### src/rtl/leaf_port_arbiter_if.sv
// Leaf-port side of the arbiter: one output word with valid/accept.
// master drives the word, slave (the leaf interface) returns the accept.
interface leaf_port_arbiter_if #(
  parameter int PAYLOAD_BITS = 32
);
  logic [PAYLOAD_BITS-1:0] dout_leaf_user2interface;
  logic                    vld_user2interface;
  logic                    ack_interface2user;

  modport master (
    output dout_leaf_user2interface,
    output vld_user2interface,
    input  ack_interface2user
  );

  modport slave (
    input  dout_leaf_user2interface,
    input  vld_user2interface,
    output ack_interface2user
  );
endinterface

### src/rtl/leaf_port_arbiter.sv
// Round-robin burst arbiter feeding NUM_REQ requesters into one leaf port.
// Optional per-requester transfer counters when ARB_STATS_EN is defined.
module leaf_port_arbiter #(
  parameter int NUM_REQ      = 4,
  parameter int PAYLOAD_BITS = 32,
  parameter int BURST_LEN    = 8
) (
  input  logic                            clk_user,
  input  logic                            reset,
  input  logic [NUM_REQ*PAYLOAD_BITS-1:0] req_din,
  input  logic [NUM_REQ-1:0]              req_vld,
  output logic [NUM_REQ-1:0]              req_ack,
  leaf_port_arbiter_if.master             leaf,
  output logic [2:0]                      grant_id,
  output logic [NUM_REQ*16-1:0]           stats_xfer_count
);

  typedef enum logic [0:0] {
    ST_IDLE,
    ST_GRANT
  } state_t;

  localparam logic [7:0] LP_BLAST = 8'(BURST_LEN - 1);
  localparam logic [2:0] LP_LAST0 = 3'(NUM_REQ - 1);

  state_t                  r_state;
  state_t                  w_state_nxt;
  logic [2:0]              r_grant;
  logic [2:0]              w_grant_nxt;
  logic [2:0]              r_last;
  logic [2:0]              w_last_nxt;
  logic [7:0]              r_burst;
  logic [7:0]              w_burst_nxt;
  logic [PAYLOAD_BITS-1:0] r_dout;
  logic                    r_vld;

  logic                    w_any;
  logic                    w_hi_found;
  logic [2:0]              w_hi;
  logic [2:0]              w_lo;
  logic [2:0]              w_pick;
  logic                    w_sel_vld;
  logic [PAYLOAD_BITS-1:0] w_sel_din;
  logic                    w_ready;
  logic                    w_accept;

  assign w_any   = |req_vld;
  assign w_ready = ~r_vld | leaf.ack_interface2user;

  // Lowest valid index above last grant wins; otherwise wrap to lowest overall.
  always_comb begin
    w_hi_found = 1'b0;
    w_hi       = '0;
    w_lo       = '0;
    for (int i = NUM_REQ - 1; i >= 0; i--) begin
      if (req_vld[i]) begin
        if (3'(i) > r_last) begin
          w_hi_found = 1'b1;
          w_hi       = 3'(i);
        end else begin
          w_lo = 3'(i);
        end
      end
    end
    w_pick = w_hi_found ? w_hi : w_lo;
  end

  always_comb begin
    w_sel_vld = 1'b0;
    w_sel_din = '0;
    for (int i = 0; i < NUM_REQ; i++) begin
      if (r_grant == 3'(i)) begin
        w_sel_vld = req_vld[i];
        w_sel_din = req_din[i*PAYLOAD_BITS +: PAYLOAD_BITS];
      end
    end
  end

  always_comb begin
    w_state_nxt = r_state;
    w_grant_nxt = r_grant;
    w_last_nxt  = r_last;
    w_burst_nxt = r_burst;
    w_accept    = 1'b0;
    req_ack     = '0;
    unique case (r_state)
      ST_IDLE: begin
        w_burst_nxt = '0;
        if (w_any) begin
          w_state_nxt = ST_GRANT;
          w_grant_nxt = w_pick;
        end
      end
      ST_GRANT: begin
        for (int i = 0; i < NUM_REQ; i++) begin
          if (r_grant == 3'(i)) begin
            req_ack[i] = w_ready;
          end
        end
        w_accept = w_sel_vld & w_ready;
        if (!w_sel_vld || (w_accept && r_burst == LP_BLAST)) begin
          w_state_nxt = ST_IDLE;
          w_last_nxt  = r_grant;
        end else if (w_accept) begin
          w_burst_nxt = r_burst + 8'd1;
        end
      end
      default: begin
        w_state_nxt = ST_IDLE;
      end
    endcase
  end

  always_ff @(posedge clk_user) begin
    if (reset) begin
      r_state <= ST_IDLE;
      r_grant <= '0;
      r_last  <= LP_LAST0;
      r_burst <= '0;
    end else begin
      r_state <= w_state_nxt;
      r_grant <= w_grant_nxt;
      r_last  <= w_last_nxt;
      r_burst <= w_burst_nxt;
    end
  end

  // Load wins over drain, giving back-to-back words with no bubble.
  always_ff @(posedge clk_user) begin
    if (reset) begin
      r_vld  <= 1'b0;
      r_dout <= '0;
    end else if (w_accept) begin
      r_vld  <= 1'b1;
      r_dout <= w_sel_din;
    end else if (leaf.ack_interface2user) begin
      r_vld  <= 1'b0;
    end
  end

  assign leaf.dout_leaf_user2interface = r_dout;
  assign leaf.vld_user2interface       = r_vld;
  assign grant_id = (r_state == ST_GRANT) ? r_grant : 3'd0;

`ifdef ARB_STATS_EN
  logic [15:0] r_stats [NUM_REQ];

  always_ff @(posedge clk_user) begin
    for (int i = 0; i < NUM_REQ; i++) begin
      if (reset) begin
        r_stats[i] <= '0;
      end else if (w_accept && r_grant == 3'(i)
                   && r_stats[i] != 16'hFFFF) begin
        r_stats[i] <= r_stats[i] + 16'd1;
      end
    end
  end

  always_comb begin
    stats_xfer_count = '0;
    for (int i = 0; i < NUM_REQ; i++) begin
      stats_xfer_count[i*16 +: 16] = r_stats[i];
    end
  end
`else
  assign stats_xfer_count = '0;
`endif

endmodule

### src/flat_wrapper.sv
// flat-port wrapper written by rule: the top's interface ports become plain ports
module leaf_port_arbiter_flat 
#(
  parameter int NUM_REQ      = 4,
  parameter int PAYLOAD_BITS = 32,
  parameter int BURST_LEN    = 8
)
  (clk_user, reset, req_din, req_vld, req_ack, grant_id, stats_xfer_count, leaf_dout_leaf_user2interface, leaf_vld_user2interface, leaf_ack_interface2user);
  leaf_port_arbiter_if #(.PAYLOAD_BITS(PAYLOAD_BITS)) leaf_i ();
  input  logic clk_user;
  input  logic reset;
  input  logic [NUM_REQ*PAYLOAD_BITS-1:0] req_din;
  input  logic [NUM_REQ-1:0] req_vld;
  output logic [NUM_REQ-1:0] req_ack;
  output logic [2:0] grant_id;
  output logic [NUM_REQ*16-1:0] stats_xfer_count;
  output wire logic [$bits(leaf_i.dout_leaf_user2interface)-1:0] leaf_dout_leaf_user2interface;
  output wire logic [$bits(leaf_i.vld_user2interface)-1:0] leaf_vld_user2interface;
  input wire logic [$bits(leaf_i.ack_interface2user)-1:0] leaf_ack_interface2user;
  assign leaf_dout_leaf_user2interface = leaf_i.dout_leaf_user2interface;
  assign leaf_vld_user2interface = leaf_i.vld_user2interface;
  assign leaf_i.ack_interface2user = leaf_ack_interface2user;
  leaf_port_arbiter #(.NUM_REQ(NUM_REQ), .PAYLOAD_BITS(PAYLOAD_BITS), .BURST_LEN(BURST_LEN)) u_core (.clk_user(clk_user), .reset(reset), .req_din(req_din), .req_vld(req_vld), .req_ack(req_ack), .leaf(leaf_i), .grant_id(grant_id), .stats_xfer_count(stats_xfer_count));
endmodule
### config.mk
export PLATFORM = sky130hd
export DESIGN_NAME = leaf_port_arbiter_flat
export DESIGN_NICKNAME = d
export VERILOG_FILES = /design/src/rtl/leaf_port_arbiter_if.sv /design/src/rtl/leaf_port_arbiter.sv /design/src/flat_wrapper.sv
export SDC_FILE = /design/constraint.sdc
export NUM_CORES = 1
export LEC_CHECK = 0
export BUFFER_PORTS_ARGS = -buffer_cell sky130_fd_sc_hd__clkbuf_2
export CAP_MARGIN = 0
export CORE_AREA = 2 2 109 121
export CTS_BUF_LIST = sky130_fd_sc_hd__clkbuf_4 sky130_fd_sc_hd__clkbuf_8 sky130_fd_sc_hd__clkbuf_16
export CTS_CLUSTER_DIAMETER = 100
export CTS_CLUSTER_SIZE = 24
export DETAILED_ROUTE_END_ITERATION = 10
export DIE_AREA = 0 0 111 123
export PLACE_DENSITY = 0.53
export SLEW_MARGIN = 20
export SYNTH_ARGS = -nofsm -noshare
export SYNTH_HDL_FRONTEND = slang
export SYNTH_SLANG_ARGS = --single-unit
### constraint.sdc
create_clock -name clk_user -period 2.7 [get_ports clk_user]
set_input_delay 0.54 -clock clk_user [delete_from_list [all_inputs] [get_ports clk_user]]
set_output_delay 0.54 -clock clk_user [all_outputs]
set_load 0.01 [all_outputs]
# Word-level counts from Yosys, hierarchy flattened
# Cells that the tools add are included.
word_totals:
  mem_bits_rw: 0
  ff_bits: 48
  romBits: 0
  mem_count: 0
  word_cells: 78
  in_bits: 135
  output_inout_bits: 104
  latch_bits: 0
op_classes:
  addsub: 1
  multipliers: 0
  n_div: 0
  shifts: 0
  n_eq_ne: 6
  muxes: 48
  n_reduce_logical: 9
  bitwise_logic: 4
  order_cmp: 4
ops:
  columns: ["op", "count"]
  rows:
  - ["two-way mux 32 bit", 4]
  - ["two-way mux 3 bit", 16]
  - ["two-way mux 1 bit", 21]
  - ["two-way mux 8 bit", 2]
  - ["one-hot mux 8 bit (2 select lines)", 1]
  - ["adder 8 x 1 -> 8 bit (second input constant)", 1]
  - ["equality test 8 x 3 -> 1 bit (second input constant)", 1]
  - ["equality test 3 x 2 -> 1 bit (second input constant)", 2]
  - ["greater-than comparator 1 x 3 -> 1 bit (first input constant)", 2]
  - ["greater-than comparator 2 x 3 -> 1 bit (first input constant)", 2]
  - ["AND reduction 2 bit", 3]
  - ["two-way mux 2 bit", 2]
  - ["two-way mux 4 bit", 1]
  - ["inequality test 2 bit (second input constant)", 2]
  - ["OR reduction 4 bit", 1]
  - ["equality test 3 x 1 -> 1 bit (second input constant)", 1]
  - ["logical NOT 3 bit", 1]
  - ["inverter 1 bit", 2]
  - ["one-hot mux 1 bit (2 select lines)", 1]
  - ["nonzero test 2 bit", 1]
  - ["bitwise AND 1 bit", 1]
  - ["logical AND 1 bit", 1]
  - ["logical NOT 1 bit", 1]
  - ["logical OR 1 bit", 1]
  - ["OR 1 bit", 1]

# Logic depth before layout (Yosys ltp)
# Gate-level depths: netlist (run 1).
depth:
  word_depth: 10
  depth_mapped: 7
  ltp_nobuf: 5

# Worst setup path after synthesis (run 1)
# No wires, ideal clock.
synth_path:
  path_kind: "in2out"
  start: "input port leaf_ack_interface2user"
  end: "output port req_ack[1]"
  slack_ns: 0.808
  path_buffers: 1
  t_arrival_ns: 1.352
  stages: 4
  required_ns: 2.160
  cell_sequence: "nand2b_1 > clkbuf_1 > nand2_1 > nor3b_1"
synth_via:
  elab_chain_cells: 3
synth_rtl:
  columns: ["element", "line_no", "text"]
  rows:
  - ["from (decl)", "flat_wrapper.sv:19", "input wire logic [$bits(leaf_i.ack_interface2user)-1:0] leaf_ack_interface2user;"]
  - ["OR 1 bit", "leaf_port_arbiter.sv:48", "assign w_ready = ~r_vld | leaf.ack_interface2user;"]
  - ["two-way mux 1 bit", "leaf_port_arbiter.sv:96", "if (r_grant == 3'(i)) begin"]
  - ["two-way mux 4 bit", "leaf_port_arbiter.sv:86", "unique case (r_state)"]
  - ["to (decl)", "flat_wrapper.sv:14", "output logic [NUM_REQ-1:0] req_ack;"]
# No other way between the ends.

# Worst setup path after layout (run 1)
# Ends and elaborated chain as after synthesis.

==> flow_metrics.env, run 1 <==
export IMPL_status="complete, no violations"
export IMPL_yosys_most_used_dff="dfxtp_1"
export IMPL_crit_arrival_ps=1600
export IMPL_wl_per_cell_um=13.1
export IMPL_worstPathRequired_ps=2160
export IMPL_synth_cell_type_count=44
export IMPL_slowest_delay_ps=350
export IMPL_ys_seq_area_share_pct=29.0
export IMPL_clkSinkCount=46
export IMPL_rows=43
export IMPL_htreeDepth=2
export IMPL_critical_path_buf_inv_count=2
export IMPL_async_flop_share_pct=0
export IMPL_via_per_inst=4.47
export IMPL_power_density_nw_per_um2=476
export IMPL_initial_core_util_pct=25.5
export IMPL_synth_edff_count=0
export IMPL_worstPathMaxFanout=9
export IMPL_maxSlewViolCount=0
export IMPL_die_h_um=123
export IMPL_vdd_drop_max_mv=0.219
export IMPL_fin_crit_sh_pct=79.4
export IMPL_avgSynthCellArea_um2=9.28
export IMPL_rsz0062_at_grt="false"
export IMPL_grt_ovfl_total=0
export IMPL_syn_area_um2=3170
export IMPL_gr_usage_all_layers_pct=12.3
export IMPL_hold_path_class="flop to flop"
export IMPL_first_iter_violations=112
export IMPL_cts_resized=0
export IMPL_crit_path_frequent_cell="clkbuf_2"
export IMPL_drc=0
export IMPL_slowest_stage="nand2b_1"
export IMPL_ios=239
export IMPL_place_inst=653
export IMPL_grt_max_degree=42
export IMPL_routabilityCongestion=0.733
export IMPL_synth_top_area_share_pct=29.0
export IMPL_die_area_um2=13700
export IMPL_clockBufferDepth=2
export IMPL_drt_pass1_iter_count=4
export IMPL_grt_pass1_vias=2801
export IMPL_coreArea_um2=12400
export IMPL_placed_area_um2=3940
export IMPL_syn2layout_area_growth_pct=28.7
export IMPL_utilization_pct=32.9
export IMPL_worstSetupStartpointType="input port"
export IMPL_ant_nets=0
export IMPL_cts_buffers=5
export IMPL_worstSkewPairLatency_ps=280
export IMPL_tns_ps=0
export IMPL_clk_transition_reported_paths_ps=60
export IMPL_nets=639
export IMPL_fin_worst_skew_ps=3.97
export IMPL_hold_buffers=0
export IMPL_yosysTopAreaCell="dfxtp_1"
export IMPL_cts_tree="built"
export IMPL_crit_path_end_kind="output port"
export IMPL_synth_common_cells="nand2_1, buf_4, dfxtp_1, a21oi_1, mux4_2"
export IMPL_layout_drive_gt1_share_pct=44.3
export IMPL_dp_slack_ps=472
export IMPL_die_w_um=111
export IMPL_dp_hpwl_um=6910
export IMPL_path_class="input port to output port"
export IMPL_portBuffers=173
export IMPL_diodes=0
export IMPL_yosys_top_cells_area="dfxtp_1, mux4_2, buf_4"
export IMPL_clock_root_buffer="clkbuf_16"
export IMPL_hold_ws_ps=452
export IMPL_synth_seq_cells=46
export IMPL_fin_area_um2=4080
export IMPL_antenna_found_initial=0
export IMPL_critPathTopFamily="simple AND/OR/NAND/NOR gates"
export IMPL_syn_inst=342
export IMPL_nFillCells=1314
export IMPL_post_cts_buffers=0
export IMPL_max_clock_freq_mhz=466
export IMPL_p_leak_nw=1.85
export IMPL_finalHoldViolations=0
export IMPL_worstPathCellList="clkbuf_2, nand2b_1, nand2_1, nor3b_1, clkbuf_2"
export IMPL_wirelength_um=8670
export IMPL_fin_crit_ps=2140
export IMPL_setup_violations_final=0
export IMPL_max_slew_worst_pin_slew_ps=686
export IMPL_power_total_mw=1.94
export IMPL_synth_most_common_cell="nand2_1"
export IMPL_drv_cap=0
export IMPL_setup_slack_ps=556
export IMPL_num_vias=2950
export IMPL_final_cells=660
export IMPL_yosys_warnings=0
export IMPL_relSlewSlack_pct=54.3
export IMPL_grt_pass1_wl_um=13500
[metal layers]
layer | GRT usage [%] | vias up | share of wire, %
met3 | 3.28 | 8 | 8.5
met2 | 21.4 | 166 | 50
met5 | 0 | - | 0
met4 | 4.14 | 0 | 1.3
met1 | 14.9 | 1355 | 40
li1 | - | 1421 | -
[layout by cell type, fill, tap and decap left out, types with 3 or more instances in the layout]
cell       synthesis  routed
conb_1             1      65
nand3_1            5       5
clkbuf_2           0     173
dfxtp_1           46      44
mux4_2            33      33
nand2b_1           4       4
or3_1              5       5
buf_4             66       4
clkbuf_16          0       5
nor2b_1            3       3
a21oi_1           42      42
nand2_1           71      71
nor2_1             6       6
[cells by family after synthesis]
kind of cell / after synthesis / share of synthesized area, %
mux: 34 / 23.7
flops: 46 / 29.0
compound gates: 61 / 12.3
simple gates: 109 / 15.7
buf+inv: 90 / 18.7
fa+ha+maj: 1 / 0.394
other cells: 1 / 0.118
[state kept, by name (all words and copies together), names as in the netlist]
name and cells:
u_core.leaf.dout_leaf_user2interface 32, u_core.leaf.vld_user2interface 1, u_core.r_burst 8, u_core.r_grant 2
u_core.r_last 2, u_core.r_state 1
[worst reg2reg max path, delay by kind of cell, from the launching register on]
family,cells,cell delay (ps)
compound gates,2,920
fa+ha+maj,1,270
simple gates,2,270
flops,1,370
[area by class of cell]
type                    count  area [µm²]  area share (%)
multi-input cells         270        1900            46.5
flip-flops and latches     46         923            22.6
repair buffers            178         916            22.4
well taps                 157         196            4.81
clock buffers               7         140            3.43
inverters                   2        7.51           0.184
[path summary, 6_finish.rpt]
| check | end | slack, ps | from | depth (start not counted) |
|---|---|---|---|---|
| setup / recovery | req_ack[1] | 560 | leaf_ack_interface2user | 5 |
| hold / removal | u_core.leaf.dout_leaf_user2interface[30] | 450 | u_core.leaf.dout_leaf_user2interface[30] | 2 |
| setup reg to reg | u_core.r_last[0] | 760 | u_core.r_burst[0] | 5 |
| hold reg to reg | u_core.leaf.dout_leaf_user2interface[30] | 450 | u_core.leaf.dout_leaf_user2interface[30] | 2 |
[report_power, final]
part	internal (mW)	switching, mW	leakage (nW)
sequential	0.729	0.0358	0.375
clock	0.359	0.233	0.0708
combinational	0.286	0.299	1.41
Power figures use the tool's default switching activity.
==> run 2: changes to the inputs <==
--- a/config.mk
+++ b/config.mk
@@ -5,15 +5,16 @@
 export SDC_FILE = /design/constraint.sdc
 export NUM_CORES = 1
 export LEC_CHECK = 0
+export ABC_AREA = 1
 export BUFFER_PORTS_ARGS = -buffer_cell sky130_fd_sc_hd__clkbuf_2
 export CAP_MARGIN = 0
-export CORE_AREA = 2 2 109 121
+export CORE_AREA = 2 2 115 128
 export CTS_BUF_LIST = sky130_fd_sc_hd__clkbuf_4 sky130_fd_sc_hd__clkbuf_8 sky130_fd_sc_hd__clkbuf_16
 export CTS_CLUSTER_DIAMETER = 100
 export CTS_CLUSTER_SIZE = 24
 export DETAILED_ROUTE_END_ITERATION = 10
-export DIE_AREA = 0 0 111 123
-export PLACE_DENSITY = 0.53
+export DIE_AREA = 0 0 117 130
+export PLACE_DENSITY = 0.54
 export SLEW_MARGIN = 20
 export SYNTH_ARGS = -nofsm -noshare
 export SYNTH_HDL_FRONTEND = slang
==> constraint.sdc (replaced) <==
create_clock -name clk_user -period 1.9 [get_ports clk_user]
set_input_delay 0.38 -clock clk_user [delete_from_list [all_inputs] [get_ports clk_user]]
set_output_delay 0.38 -clock clk_user [all_outputs]
set_load 0.01 [all_outputs]
==> run 2 against run 1 <==
Register-to-register slack worse by 560 ps. First-iteration DRC count decreased by 6.3%. Critical endpoint is now req_ack[0]. Highest routed layer unchanged. Routed wire length grew 25%. Clock skew increased by 2.8 ps. Clock power grew 48%. Critical path type is now flop to output port. Sequential power rose by 54%.
==> flow_metrics.env, run 2 <==
export IMPL_ys_seq_area_share_pct=25.8
export IMPL_r2r_start="u_core.r_grant[1]"
export IMPL_crit_arrival_ps=1380
export IMPL_layout_common_cells="clkbuf_2, nand2_1, conb_1, dfxtp_1, a21oi_1"
export IMPL_finalHoldViolations=0
export IMPL_yosys_top_cells_area="dfxtp_1, buf_4, nand2_1"
export IMPL_hold_ws_ps=425
export IMPL_coreArea_um2=14100
export IMPL_worstPathMaxFanout=5
export IMPL_yosysTopAreaCell="dfxtp_1"
export IMPL_worstSkewPairLatency_ps=290
export IMPL_antenna_found_initial=0
export IMPL_rsz0062_at_grt="false"
export IMPL_tns_ps=0
export IMPL_fin_crit_sh_pct=92.8
export IMPL_clk_transition_reported_paths_ps=70
export IMPL_placed_area_um2=4410
export IMPL_cts_tree="built"
export IMPL_die_area_um2=15200
export IMPL_grt_max_degree=33
export IMPL_fin_worst_skew_ps=6.77
export IMPL_worstSetupStartpointType="flop"
export IMPL_syn_area_um2=3560
export IMPL_status="complete, no violations"
export IMPL_wirelength_um=10900
export IMPL_async_flop_share_pct=0
export IMPL_reg2regPathDepth=10
export IMPL_power_total_mw=3.47
export IMPL_synth_edff_count=0
export IMPL_p_leak_nw=2.29
export IMPL_layout_drive_gt1_share_pct=43.6
export IMPL_portBuffers=173
export IMPL_crit_path_end_kind="output port"
export IMPL_startpoint="u_core.leaf.vld_user2interface"
export IMPL_max_clock_freq_mhz=567
export IMPL_crit_path_end="req_ack[0]"
export IMPL_power_density_nw_per_um2=758
export IMPL_vdd_drop_max_mv=0.382
export IMPL_synth_seq_cells=46
export IMPL_synth_common_cells="nand2_1, buf_4, dfxtp_1, a21oi_1, nand3_1"
export IMPL_grt_pass1_wl_um=15400
export IMPL_worstPathRequired_ps=1520
export IMPL_diodes=0
export IMPL_routabilityCongestion=0.808
export IMPL_drc=0
export IMPL_syn_inst=523
export IMPL_first_iter_violations=105
export IMPL_syn2layout_area_growth_pct=28.6
export IMPL_synth_top_area_share_pct=25.8
export IMPL_drt_pass1_iter_count=4
export IMPL_rows=46
export IMPL_ant_nets=0
export IMPL_layout_commonest_cell="clkbuf_2"
export IMPL_ios=239
export IMPL_largest_reg_flops=32
export IMPL_num_vias=3646
export IMPL_fin_area_um2=4580
export IMPL_clockBufferDepth=2
export IMPL_via_per_inst=4.11
export IMPL_yosys_most_used_dff="dfxtp_1"
export IMPL_nets=830
export IMPL_synth_most_common_cell="nand2_1"
export IMPL_reg2reg_setup_slack_ps=200
export IMPL_htreeDepth=2
export IMPL_initial_core_util_pct=25.3
export IMPL_maxSlewViolCount=0
export IMPL_grt_ovfl_total=0
export IMPL_r2r_end="u_core.leaf.dout_leaf_user2interface[10]"
export IMPL_yosys_warnings=0
export IMPL_synth_cell_type_count=28
export IMPL_setup_violations_final=0
export IMPL_grt_pass1_vias=3107
export IMPL_avgSynthCellArea_um2=6.82
export IMPL_hold_path_class="input port to flop"
export IMPL_dp_hpwl_um=8530
export IMPL_clkSinkCount=46
export IMPL_drv_cap=0
export IMPL_cts_buffers=5
export IMPL_path_class="flop to output port"
export IMPL_gr_usage_all_layers_pct=13.2
export IMPL_die_w_um=117
export IMPL_fin_crit_ps=1760
export IMPL_die_h_um=130
export IMPL_clock_root_buffer="clkbuf_16"
export IMPL_wl_per_cell_um=12.3
## run 2: cell count changes after synthesis, moves of 16 or more
cell     delta
nand2_1    +53
nand3_1    +34
mux4_2     -33
nor2_2     +32
o21ai_2    +32
nand2_2    +30
inv_1      +24
nor2_1     +16
## run 2: worst min path at each step
stage,start,endpoint,slack [ps],cells past startpoint
2_1_floorplan,u_core.r_burst[7],u_core.r_burst[7],450,2
3_3_place_gp,u_core.r_burst[7],u_core.r_burst[7],480,2
3_5_place_dp,u_core.r_burst[7],u_core.r_burst[7],480,2
4_1_cts,req_din[100],u_core.leaf.dout_leaf_user2interface[4],410,5
5_1_grt,req_din[123],u_core.leaf.dout_leaf_user2interface[27],440,5
6_report,req_din[100],u_core.leaf.dout_leaf_user2interface[4],430,5
## run 2: per-layer routing
metal	wire length, µm	GRT usage (%)	vias up
met3	640	2.60	5
met2	5650	24.6	145
met1	4490	15.4	1605
met4	93	2.91	0
li1	-	-	1891
met5	0	0	-
## run 2: cells by family after synthesis
family | Yosys count | share of synthesized area (%)
AND/OR/NAND/NOR | 264 | 35.6
other | 1 | 0.105
buffers and inverters | 119 | 21.7
AO/OA/AOI/OAI | 92 | 16.5
flip-flops | 46 | 25.8
adder cells (fa/ha/maj) | 1 | 0.351
## run 2: cell type report
| cell class | count | area, µm² |
|---|---|---|
| Clock inverter | 3 | 21.3 |
| Multi-Input combinational cell | 422 | 2120 |
| Clock buffer | 5 | 125 |
| Tap cell | 192 | 240 |
| Sequential cell | 46 | 922 |
| Timing Repair Buffer | 190 | 1040 |
| Fill cell | 1583 | 9520 |
| Inverter | 29 | 114 |
## run 2: timing repair
item / CTS / global route
hold buffers: 0 / 0
gates resized for setup: 0 / 2
setup buffers: 0 / 3
setup endpoints to repair: 0 / 5
## run 2: metrics by stage
stage / worst slack (ps) / std cells / utilization [%]
detailed placement: 120 / 876 / 31.3
floorplan: 400 / 587 / -
CTS: 15.8 / 884 / 32.3
global placement: 158 / 876 / 31.3
global route: 0.497 / 887 / 32.5
finish: 136 / 887 / 32.5
## run 2: critical path: stages (launching register included)
cell	delay, ps
dfxtp_1	320
inv_1	50
nor2_1	60
nor2_2	180
inv_1	120
nor3_1	180
clkbuf_2	170
## run 2: report_power, final
| group | leakage, nW | internal, mW | switching (mW) |
|---|---|---|---|
| logic | 1.84 | 0.573 | 0.839 |
| clock network | 0.0698 | 0.488 | 0.389 |
| registers | 0.378 | 1.09 | 0.0989 |
==> run 3: changes to the inputs <==
--- a/config.mk
+++ b/config.mk
@@ -14,7 +14,7 @@
 export CTS_CLUSTER_SIZE = 24
 export DETAILED_ROUTE_END_ITERATION = 10
 export DIE_AREA = 0 0 117 130
-export PLACE_DENSITY = 0.54
+export PLACE_DENSITY = 0.52
 export SLEW_MARGIN = 20
 export SYNTH_ARGS = -nofsm -noshare
 export SYNTH_HDL_FRONTEND = slang
==> constraint.sdc (replaced) <==
create_clock -name clk_user -period 2.19 [get_ports clk_user]
set_input_delay 0.438 -clock clk_user [delete_from_list [all_inputs] [get_ports clk_user]]
set_output_delay 0.438 -clock clk_user [all_outputs]
set_load 0.01 [all_outputs]
==> run 3 against run 2 <==
Combinational power is 15% lower. Global-route usage is 0.48 points higher. Worst setup slack better by 28 ps. Largest power group unchanged. Highest routed layer unchanged.
==> flow_metrics.env, run 3 (synthesis results as in run 2) <==
export IMPL_status="complete, no violations"
export IMPL_wl_met1_um=4500
export IMPL_finalHoldViolations=0
export IMPL_die_w_um=117
export IMPL_power_frac_comb_pct=38.2
export IMPL_grt_pass1_wl_um=15800
export IMPL_startpoint="u_core.r_state"
export IMPL_min_from="req_din[101]"
export IMPL_ant_nets=0
export IMPL_via_per_inst=4.21
export IMPL_largest_reg_flops=32
export IMPL_clk_transition_reported_paths_ps=70
export IMPL_rows=46
export IMPL_route_met3_wl_um=678
export IMPL_max_slew_worst_pin_slew_ps=500
export IMPL_htreeDepth=2
export IMPL_diodes=0
export IMPL_antenna_found_initial=0
export IMPL_fin_crit_sh_pct=92.5
export IMPL_maxSlewViolCount=0
export IMPL_hold_buffers=0
export IMPL_syn2layout_area_growth_pct=27.9
export IMPL_clockBufferDepth=2
export IMPL_cts_resized=0
export IMPL_grt_pass1_vias=3129
export IMPL_wirelength_um=10800
export IMPL_nets=823
export IMPL_drt_pass1_iter_count=4
export IMPL_grt_ovfl_total=0
export IMPL_layout_common_cells="clkbuf_2, nand2_1, conb_1, dfxtp_1, a21oi_1"
export IMPL_p_int_mw=1.99
export IMPL_worstSkewPairLatency_ps=290
export IMPL_num_vias=3700
export IMPL_p_sw_mw=1.15
export IMPL_grt_max_degree=33
export IMPL_die_area_um2=15200
export IMPL_layout_commonest_cell="clkbuf_2"
export IMPL_r2r_start="u_core.r_grant[1]"
export IMPL_ios=239
export IMPL_fin_crit_ps=2030
export IMPL_drv_cap=0
export IMPL_first_iter_violations=160
export IMPL_drc=0
export IMPL_worstSetupStartpointType="flop"
export IMPL_die_h_um=130
export IMPL_coreArea_um2=14100
export IMPL_initial_core_util_pct=25.3
export IMPL_worstPathMaxFanout=5
export IMPL_p_sw_share_pct=36.7
export IMPL_clkSinkCount=46
export IMPL_crit_path_end_kind="output port"
export IMPL_crit_arrival_ps=1590
export IMPL_fin_worst_skew_ps=5.37
export IMPL_fin_area_um2=4560
export IMPL_post_cts_buffers=0
export IMPL_cts_buffers=5
export IMPL_wl_met2_um=5480
export IMPL_top_layer_used="met4"
export IMPL_setup_violations_final=0
export IMPL_layout_drive_gt1_share_pct=42.6
export IMPL_relSlewSlack_pct=66.6
export IMPL_wl_per_cell_um=12.3
export IMPL_power_density_nw_per_um2=688
export IMPL_vdd_drop_max_mv=0.296
export IMPL_rsz0062_at_grt="false"
export IMPL_placed_area_um2=4390
export IMPL_tns_ps=0
export IMPL_clock_root_buffer="clkbuf_16"
export IMPL_gr_usage_all_layers_pct=13.6
export IMPL_dp_hpwl_um=8480
export IMPL_path_class="flop to output port"
export IMPL_routabilityCongestion=0.814
export IMPL_seqPwrFrac_pct=32.8
export IMPL_cts_tree="built"
export IMPL_worstPathRequired_ps=1750
export IMPL_hold_path_class="input port to flop"
export IMPL_portBuffers=173
export IMPL_p_clk_share_pct=28.9
export IMPL_p_leak_nw=2.27
export IMPL_max_clock_freq_mhz=494
-- run 3: path summary, 6_finish.rpt --
check | end | slack, ps | depth (start not counted)
setup reg to reg | u_core.leaf.dout_leaf_user2interface[19] | 380 | 10
setup / recovery | req_ack[0] | 160 | 5
hold reg to reg | u_core.r_burst[7] | 480 | 2
hold / removal | u_core.leaf.dout_leaf_user2interface[5] | 480 | 5
-- run 3: routing by layer --
metal  global-route usage, %  vias to the layer above
met5                       0                        -
li1                        -                     1878
met4                    4.78                        0
met1                    16.6                     1640
met2                    24.0                      170
met3                    2.55                       12
-- run 3: through the flow --
step | power (mW) | utilization (%) | hold WS, ps | worst slack (ps) | std cells
global route | 3.37 | 32.3 | 477 | 46.8 | 879
finish | 3.14 | 32.3 | 476 | 164 | 879
floorplan | 1.96 | - | 446 | 632 | 587
detailed placement | 2.27 | 31.1 | 465 | 356 | 872
global placement | 2.27 | 31.1 | 474 | 325 | 872
CTS | 3.21 | 32.3 | 465 | 151 | 879
-- run 3: cell type report --
class                      count  area, µm²
fill                        1607       9540
tap                          192        240
sequential                    46        921
timing repair buffer         183       1000
multi-input combinational    422       2110
inverter                      29        114
clock buffer                   6        139
clock inverter                 1       30.0
-- run 3: critical path, stage by stage, from the launching register on --
cell and delay, ps:
dfxtp_1 330, inv_1 100, nor2_2 240, inv_1 150, nor3_1 260, clkbuf_2 200
-- run 3: power groups by stage --
stage | logic (mW) | clock network (mW) | registers [mW]
floorplan | 0.893 | 0 | 1.07
global placement | 1.22 | 0 | 1.05
detailed placement | 1.22 | 0 | 1.05
CTS | 1.23 | 0.948 | 1.03
global route | 1.35 | 0.973 | 1.05
finish | 1.20 | 0.908 | 1.03
